**config.mk**
```make
export PLATFORM = sky130hd
export DESIGN_NAME = montgomery_operand_mul
export DESIGN_NICKNAME = d
export VERILOG_FILES = /design/src/rtl/montgomery_operand_mul.sv
export SDC_FILE = /design/constraint.sdc
export NUM_CORES = 2
export LEC_CHECK = 0
export CAP_MARGIN = 20
export CORE_MARGIN = 5
export CORE_UTILIZATION = 48
export CTS_CLUSTER_SIZE = 12
export DETAILED_ROUTE_END_ITERATION = 8
export GPL_TIMING_DRIVEN = 0
export PLACE_DENSITY = 0.78
export SLEW_MARGIN = 0
export SYNTH_ARGS = -nofsm -noshare
export SYNTH_HDL_FRONTEND = slang
export SYNTH_SLANG_ARGS = --single-unit
```
**constraint.sdc**
```tcl
create_clock -name clk_i -period 20.9 [get_ports clk_i]
set_clock_uncertainty 0.15 [all_clocks]
set_input_delay 4.18 -clock clk_i [delete_from_list [all_inputs] [get_ports clk_i]]
set_output_delay 4.18 -clock clk_i [all_outputs]
set_load 0.03 [all_outputs]
```
**src/rtl/montgomery_operand_mul.sv**
```systemverilog
// Operand stage of a Montgomery multiplier: shift-and-add product of two q_bl-bit
// operands, issued to the reduction stage with a minimum spacing between start pulses.
module montgomery_operand_mul #(
  parameter int DATA_LENGTH = 64,
  parameter int ISSUE_GAP   = 16
) (
  input  logic                   clk_i,
  input  logic                   rst_i,
  input  logic                   in_valid_i,
  output logic                   in_ready_o,
  input  logic [DATA_LENGTH-1:0] a_i,
  input  logic [DATA_LENGTH-1:0] b_i,
  input  logic [DATA_LENGTH-1:0] q_i,
  input  logic [DATA_LENGTH-1:0] q_bl_i,
  input  logic [DATA_LENGTH-1:0] qinv_i,
  output logic                   start_o,
  output logic [DATA_LENGTH-1:0] x_o,
  output logic [DATA_LENGTH-1:0] q_o,
  output logic [DATA_LENGTH-1:0] q_bl_o,
  output logic [DATA_LENGTH-1:0] qinv_o,
  output logic                   busy_o,
  output logic                   err_o
);

  localparam int CNT_W = $clog2(DATA_LENGTH) + 1;
  localparam int GAP_W = $clog2(ISSUE_GAP) + 1;
  localparam logic [DATA_LENGTH-1:0] HALF_BL  = DATA_LENGTH'(DATA_LENGTH / 2);
  localparam logic [GAP_W-1:0]       GAP_LOAD = GAP_W'(ISSUE_GAP - 1);

  typedef enum logic [1:0] {S_IDLE, S_MUL, S_WAIT, S_ISSUE} state_t;

  state_t                 r_state;
  logic [DATA_LENGTH-1:0] r_acc;
  logic [DATA_LENGTH-1:0] r_a_sh;
  logic [DATA_LENGTH-1:0] r_b_sh;
  logic [DATA_LENGTH-1:0] r_q;
  logic [DATA_LENGTH-1:0] r_qbl;
  logic [DATA_LENGTH-1:0] r_qinv;
  logic [CNT_W-1:0]       r_cnt;
  logic [GAP_W-1:0]       r_gap;

  logic                   w_accept;
  logic                   w_bad_bl;
  logic                   w_issue;
  logic [DATA_LENGTH-1:0] w_mask;
  logic [DATA_LENGTH-1:0] w_acc_nxt;
  logic [DATA_LENGTH-1:0] w_x;

  assign in_ready_o = (r_state == S_IDLE) && !rst_i;
  assign w_accept   = in_valid_i && in_ready_o;
  assign w_bad_bl   = (q_bl_i == '0) || (q_bl_i > HALF_BL);
  assign w_mask     = ~({DATA_LENGTH{1'b1}} << q_bl_i);
  assign w_acc_nxt  = r_b_sh[0] ? (r_acc + r_a_sh) : r_acc;

  // Issue straight out of the last MUL iteration, or from WAIT, once the gap has drained.
  assign w_issue = (((r_state == S_MUL) && (r_cnt == CNT_W'(1))) || (r_state == S_WAIT))
                   && (r_gap == '0);
  assign w_x     = (r_state == S_MUL) ? w_acc_nxt : r_acc;

  always_ff @(posedge clk_i or posedge rst_i) begin
    if (rst_i) begin
      r_state <= S_IDLE;
      r_acc   <= '0;
      r_a_sh  <= '0;
      r_b_sh  <= '0;
      r_q     <= '0;
      r_qbl   <= '0;
      r_qinv  <= '0;
      r_cnt   <= '0;
      r_gap   <= '0;
      start_o <= 1'b0;
      err_o   <= 1'b0;
      busy_o  <= 1'b0;
      x_o     <= '0;
      q_o     <= '0;
      q_bl_o  <= '0;
      qinv_o  <= '0;
    end else begin
      start_o <= 1'b0;
      err_o   <= 1'b0;
      if (r_gap != '0) r_gap <= r_gap - GAP_W'(1);

      case (r_state)
        S_IDLE: begin
          if (w_accept) begin
            r_a_sh <= a_i & w_mask;
            r_b_sh <= b_i & w_mask;
            r_acc  <= '0;
            r_q    <= q_i;
            r_qbl  <= q_bl_i;
            r_qinv <= qinv_i;
            r_cnt  <= q_bl_i[CNT_W-1:0];
            if (w_bad_bl) begin
              err_o <= 1'b1;
            end else begin
              r_state <= S_MUL;
              busy_o  <= 1'b1;
            end
          end
        end
        S_MUL: begin
          r_acc  <= w_acc_nxt;
          r_a_sh <= r_a_sh << 1;
          r_b_sh <= r_b_sh >> 1;
          r_cnt  <= r_cnt - CNT_W'(1);
          if (r_cnt == CNT_W'(1)) r_state <= S_WAIT;
        end
        S_WAIT: begin
        end
        S_ISSUE: begin
          r_state <= S_IDLE;
          busy_o  <= 1'b0;
        end
        default: r_state <= S_IDLE;
      endcase

      // Outputs hold from one start pulse to the next; the gap window opens on the pulse.
      if (w_issue) begin
        r_state <= S_ISSUE;
        start_o <= 1'b1;
        x_o     <= w_x;
        q_o     <= r_q;
        q_bl_o  <= r_qbl;
        qinv_o  <= r_qinv;
        r_gap   <= GAP_LOAD;
      end
    end
  end

endmodule

```
Yosys cells after proc, flatten, opt, wreduce, memory -nomap -nowiden
Index checks and enable logic that the tools add are counted.
W data, S select, Z words.
{"block": "classes", "bitwise_logic": 3, "eq_ne": 9, "addsub": 3, "n_shift": 1, "muxes": 24, "n_reduce_logical": 19, "n_lt_le_gt_ge": 1}
{"cell": "$pmux W64 S2", "n": 3}
{"cell": "$mux W64", "n": 5}
{"cell": "$and A64 B64 Y64", "n": 2}
{"cell": "$add A64 B64 Y64", "n": 1}
{"cell": "$gt A64 B6 Y1 const B", "n": 1}
{"cell": "$logic_not A64 Y1", "n": 1}
{"cell": "$not A64 Y64", "n": 1}
{"cell": "$shl A64 B64 Y64 const A", "n": 1}
{"cell": "$pmux W7 S2", "n": 1}
{"cell": "$mux W5", "n": 2}
{"cell": "$mux W2", "n": 4}
{"cell": "$eq A7 B1 Y1 const B", "n": 1}
{"cell": "$mux W7", "n": 1}
{"cell": "$sub A7 B1 Y7 const B", "n": 1}
{"cell": "$mux W1", "n": 6}
{"cell": "$ne A3 B3 Y1 const B", "n": 2}
{"cell": "$pmux W2 S3", "n": 1}
{"cell": "$reduce_bool A2 Y1", "n": 3}
{"cell": "$logic_not A5 Y1", "n": 1}
{"cell": "$reduce_bool A5 Y1", "n": 1}
{"cell": "$sub A5 B1 Y5 const B", "n": 1}
{"cell": "$eq A2 B2 Y1 const B", "n": 2}
{"cell": "$logic_and A1 B1 Y1", "n": 4}
{"cell": "$ne A2 B2 Y1 const B", "n": 2}
{"cell": "other kinds (10)", "n": 12}
{"block": "totals", "out_inout_bits": 260, "elab_cells": 76, "register_bits": 657}

Logic depth before layout (Yosys ltp)
{"block": "depth", "word_depth": 6, "ltp_mapped": 12, "ltp_nobuf": 12}

Worst setup path before layout
Ideal clock, no wire load.
{"block": "synth_path", "kind": "input-to-output", "from": "input port rst_i", "to": "output port in_ready_o", "n_path_buf": 0, "slack_ns": 11.660, "cell_stages": 1, "arrival_time_ns": 4.910, "cell_sequence": "nor3_1"}
{"block": "synth_via", "elab_chain_cells": 2}
{"element": "start, declared", "line": "8", "rtl": "input logic rst_i,"}
{"element": "$logic_not A1 Y1 (no line)"}
{"element": "$logic_and A1 B1 Y1", "line": "49", "rtl": "assign in_ready_o = (r_state == S_IDLE) && !rst_i;"}
{"element": "end, declared", "line": "10", "rtl": "output logic in_ready_o,"}
No other way between the ends.

Final worst setup path
Same ends and word-level chain as after synthesis.

==> key figures <==
STA
  • Post-route clock period utilization: 48.56%
  • Transition at the pin with the smallest max-transition slack: 1.192 ns
  • Max Transition Viols Final: 0
  • Worst slack on hold paths: 0.3054 ns
  • Maximum frequency from static timing analysis: 98.54 MHz
  • Final critical delay including setup and external delays: 10.15 ns
  • Final-report hold violation count: 0
  • Unrepaired setup endpoints after global routing: no
  • Final setup fails: 0
  • Sum of negative setup slack: 0 ns
  • Worst slew margin: 20.24%

Routing
  • Total length of routed wires: 120300 um
  • Remaining DRCs: 0
  • Routed via count divided by cell count: 5.730
  • First-pass detailed-route iteration total: 6
  • Count of antenna-violating nets left after detailed routing: 0
  • 1st-iter DRT viols: 3296
  • Wire per inst: 23.96 um
  • Overall via count from detail_route: 28770

Logic synthesis
  • Part of the Yosys area used for sequential elements: 53.75%
  • Primary flip-flop cell chosen by synthesis mapping: dfrtp_1
  • Number of flops mapped to enable cells by yosys: 0
  • Share of the synthesized area in the top cell type: 53.75%
  • Flop and latch count out of synthesis: 657
  • Mean area per synthesized cell: 8.941 um2
  • Most frequently used cell type in the post-synthesis netlist: nand2_1
  • Netlist Area Pre-Place: 30590 um2
  • Synthesized instance count: 3421
  • Number of distinct library cells after synthesis: 87
  • Total nets after synthesis: 3811
  • Total of warnings raised by yosys: 0
  • FFs w/ async S/R, synth: 100.0%
  • Leading area contributor after synthesis: dfrtp_1
  • Synth top area cells: dfrtp_1 (54%), nand2_1 (17%), a221o_1 (3.7%), a21oi_1 (3.2%), ha_1 (2.7%)
  • Leading cell types by count after synthesis: nand2_1 (1382), dfrtp_1 (657), clkbuf_1 (200), a21oi_1 (193), and3_1 (127)

Finish
  • Cell area after layout: 40390 um2
  • Area used by multi-input combinational logic: 13140 um2
  • # fillers: 5266
  • Final Net Count: 4484
  • Number of standard cells in the layout, taps in and fillers out: 5021
  • Total area of sequential cells: 16440 um2
  • End-of-flow core utilization: 64.03%
  • Share of final-layout standard cells stronger than drive strength 1: 4.799%
  • Area growth, synth to finish: 32.04%

GRT
  • Number of antenna violations at the first check in global routing: 33
  • Global Route Usage Sum: 33.72%
  • Pin count of the biggest net entering global routing: 44
  • Wire length of the first global-routing pass: 178300 um
  • Number of global-route vias before repair: 28270
  • Global-route congestion overflow total: 0

Clocking
  • Clk_lat worst skew: 0.63 ns
  • Post-cts repair resize count: 0
  • Number of buffers on the longest clock path: 3
  • # H-tree levels: 3
  • Clock-pin slew on the worst setup and hold paths: 0.06 ns
  • Buffers inserted during post-CTS setup optimization: 0
  • Clk sink count: 657
  • Quantity of hold-fixing buffers added after cts: 0
  • CTS buffer count: 73
  • Clock root cell: clkbuf_16
  • CTS tree: yes

Setup path
  • Endpoint class of the critical path: primary output
  • Max stage delay cell, worst path: clkdlybuf4s50_1
  • Arr. time, crit path: 5.82 ns
  • Worst path required time: 16.57 ns
  • Ordered list of cells on the worst path: clkdlybuf4s50_1 > nor3_1 > clkdlybuf4s50_1
  • Critical path's largest stage delay: 0.81 ns
  • Worst path most repeated cell: clkdlybuf4s50_1
  • CP max FO: 3
  • Crit Path Class: in -> out
  • Critical Path Start Type: input pin

Placement
  • Half-perimeter wire length of the detailed placement result: 93320 um
  • Number of cells after detailed placement: 4865
  • Placed cell area: 37820 um2
  • Routability-driven placement congestion ratio: 0.9819
  • Port-buffer cells: 580

Run
  • Max Cap Viol: 0

Floorplanning
  • Chip Height: 262.4 um
  • Starting utilization of the core area: 48.49%
  • Std cell rows: 92
  • Die X-Extent: 262.4 um
  • Die ar.: 68870 um2
  • Number of top-level design ports: 583
  • Core box area: 63080 um2

Pwr
  • Lkg Pwr: 20.07 nW
  • Power density over cell area: 76.76 nW/um2
  • Highest ir drop seen on vdd: 0.06426 mV

Status
  • Status: completed

Hold path
  • Class of the most critical hold timing path: reg -> reg
## cell families after synthesis
kind of cell | share of synthesized area, %
DFF | 53.75
adders and majority gates | 2.765
xor gates and xnor gates | 1.489
AOI/OAI and AO/OA | 13.99
buffers and inverters | 3.289
and+or+nand+nor | 23.84
muxes | 0.8795
## flip-flops by register name, summed over array words and instances, names as in the netlist
name	count
r_gap	5
r_qinv	64
err_o	1
r_state	2
start_o	1
r_cnt	7
r_qbl	64
r_q	64
busy_o	1
r_a_sh	64
r_b_sh	64
r_acc	64
x_o	64
q_o	64
q_bl_o	64
qinv_o	64
## placed cells by master (no fill, tap or decap), types with 66 or more instances in the layout
master	instances
clkbuf_16	74
clkdlybuf4s50_1	580
nor2_1	105
o21ai_0	77
nand2_1	1382
clkbuf_1	218
a221o_1	114
ha_1	66
dfrtp_1	657
and3_1	127
a21oi_1	193
## path summary, 6_finish.rpt
check / startpoint / to / slack (ns) / depth (start not counted)
min: r_q[27] / q_o[27] / 0.31 / 2
max: rst_i / in_ready_o / 10.75 / 3
min in group asynchronous: rst_i / r_cnt[4] / 3.91 / 2
max in group asynchronous: rst_i / r_acc[44] / 15.05 / 7
min reg2reg: r_q[27] / q_o[27] / 0.31 / 2
max reg2reg: r_a_sh[0] / x_o[32] / 17.00 / 11
## routing by layer
metal	GRT usage (%)	vias up	routed length [um]
met4	16.73	14	7024
met2	52.44	1433	54230
met5	0	-	101
met3	10.70	316	12800
li1	-	12980	-
met1	42.88	14020	46150
## layout make-up
cell class | instances | share of cell area, %
buffer | 220 | 2.119
antenna | 28 | 0.1735
clock buffer | 109 | 5.331
sequential | 657 | 40.71
multi-input combinational | 2504 | 32.54
inverter | 40 | 0.3810
timing repair buffer | 598 | 15.28
clock inverter | 19 | 0.8488
tap | 846 | 2.621
## where the power goes
part	switching, mW	internal [mW]
combinational	0.188	0.151
clock	0.551	0.793
sequential	0.0652	1.35
## per-stage QoR
step / power, mW / worst slack, ns
CTS: 3.107 / 10.75
finish: 3.100 / 10.75
global route: 3.209 / 10.66
global placement: 1.754 / 3.427
detailed placement: 1.767 / 10.76
floorplan: 1.603 / 7.589
## critical path: cells and delay by family
family | cells | cell delay (ns)
buffers and inverters | 2 | 1.32
and+or+nand+nor | 1 | 0.32
Note: power is estimated with default switching activity, not from simulation.
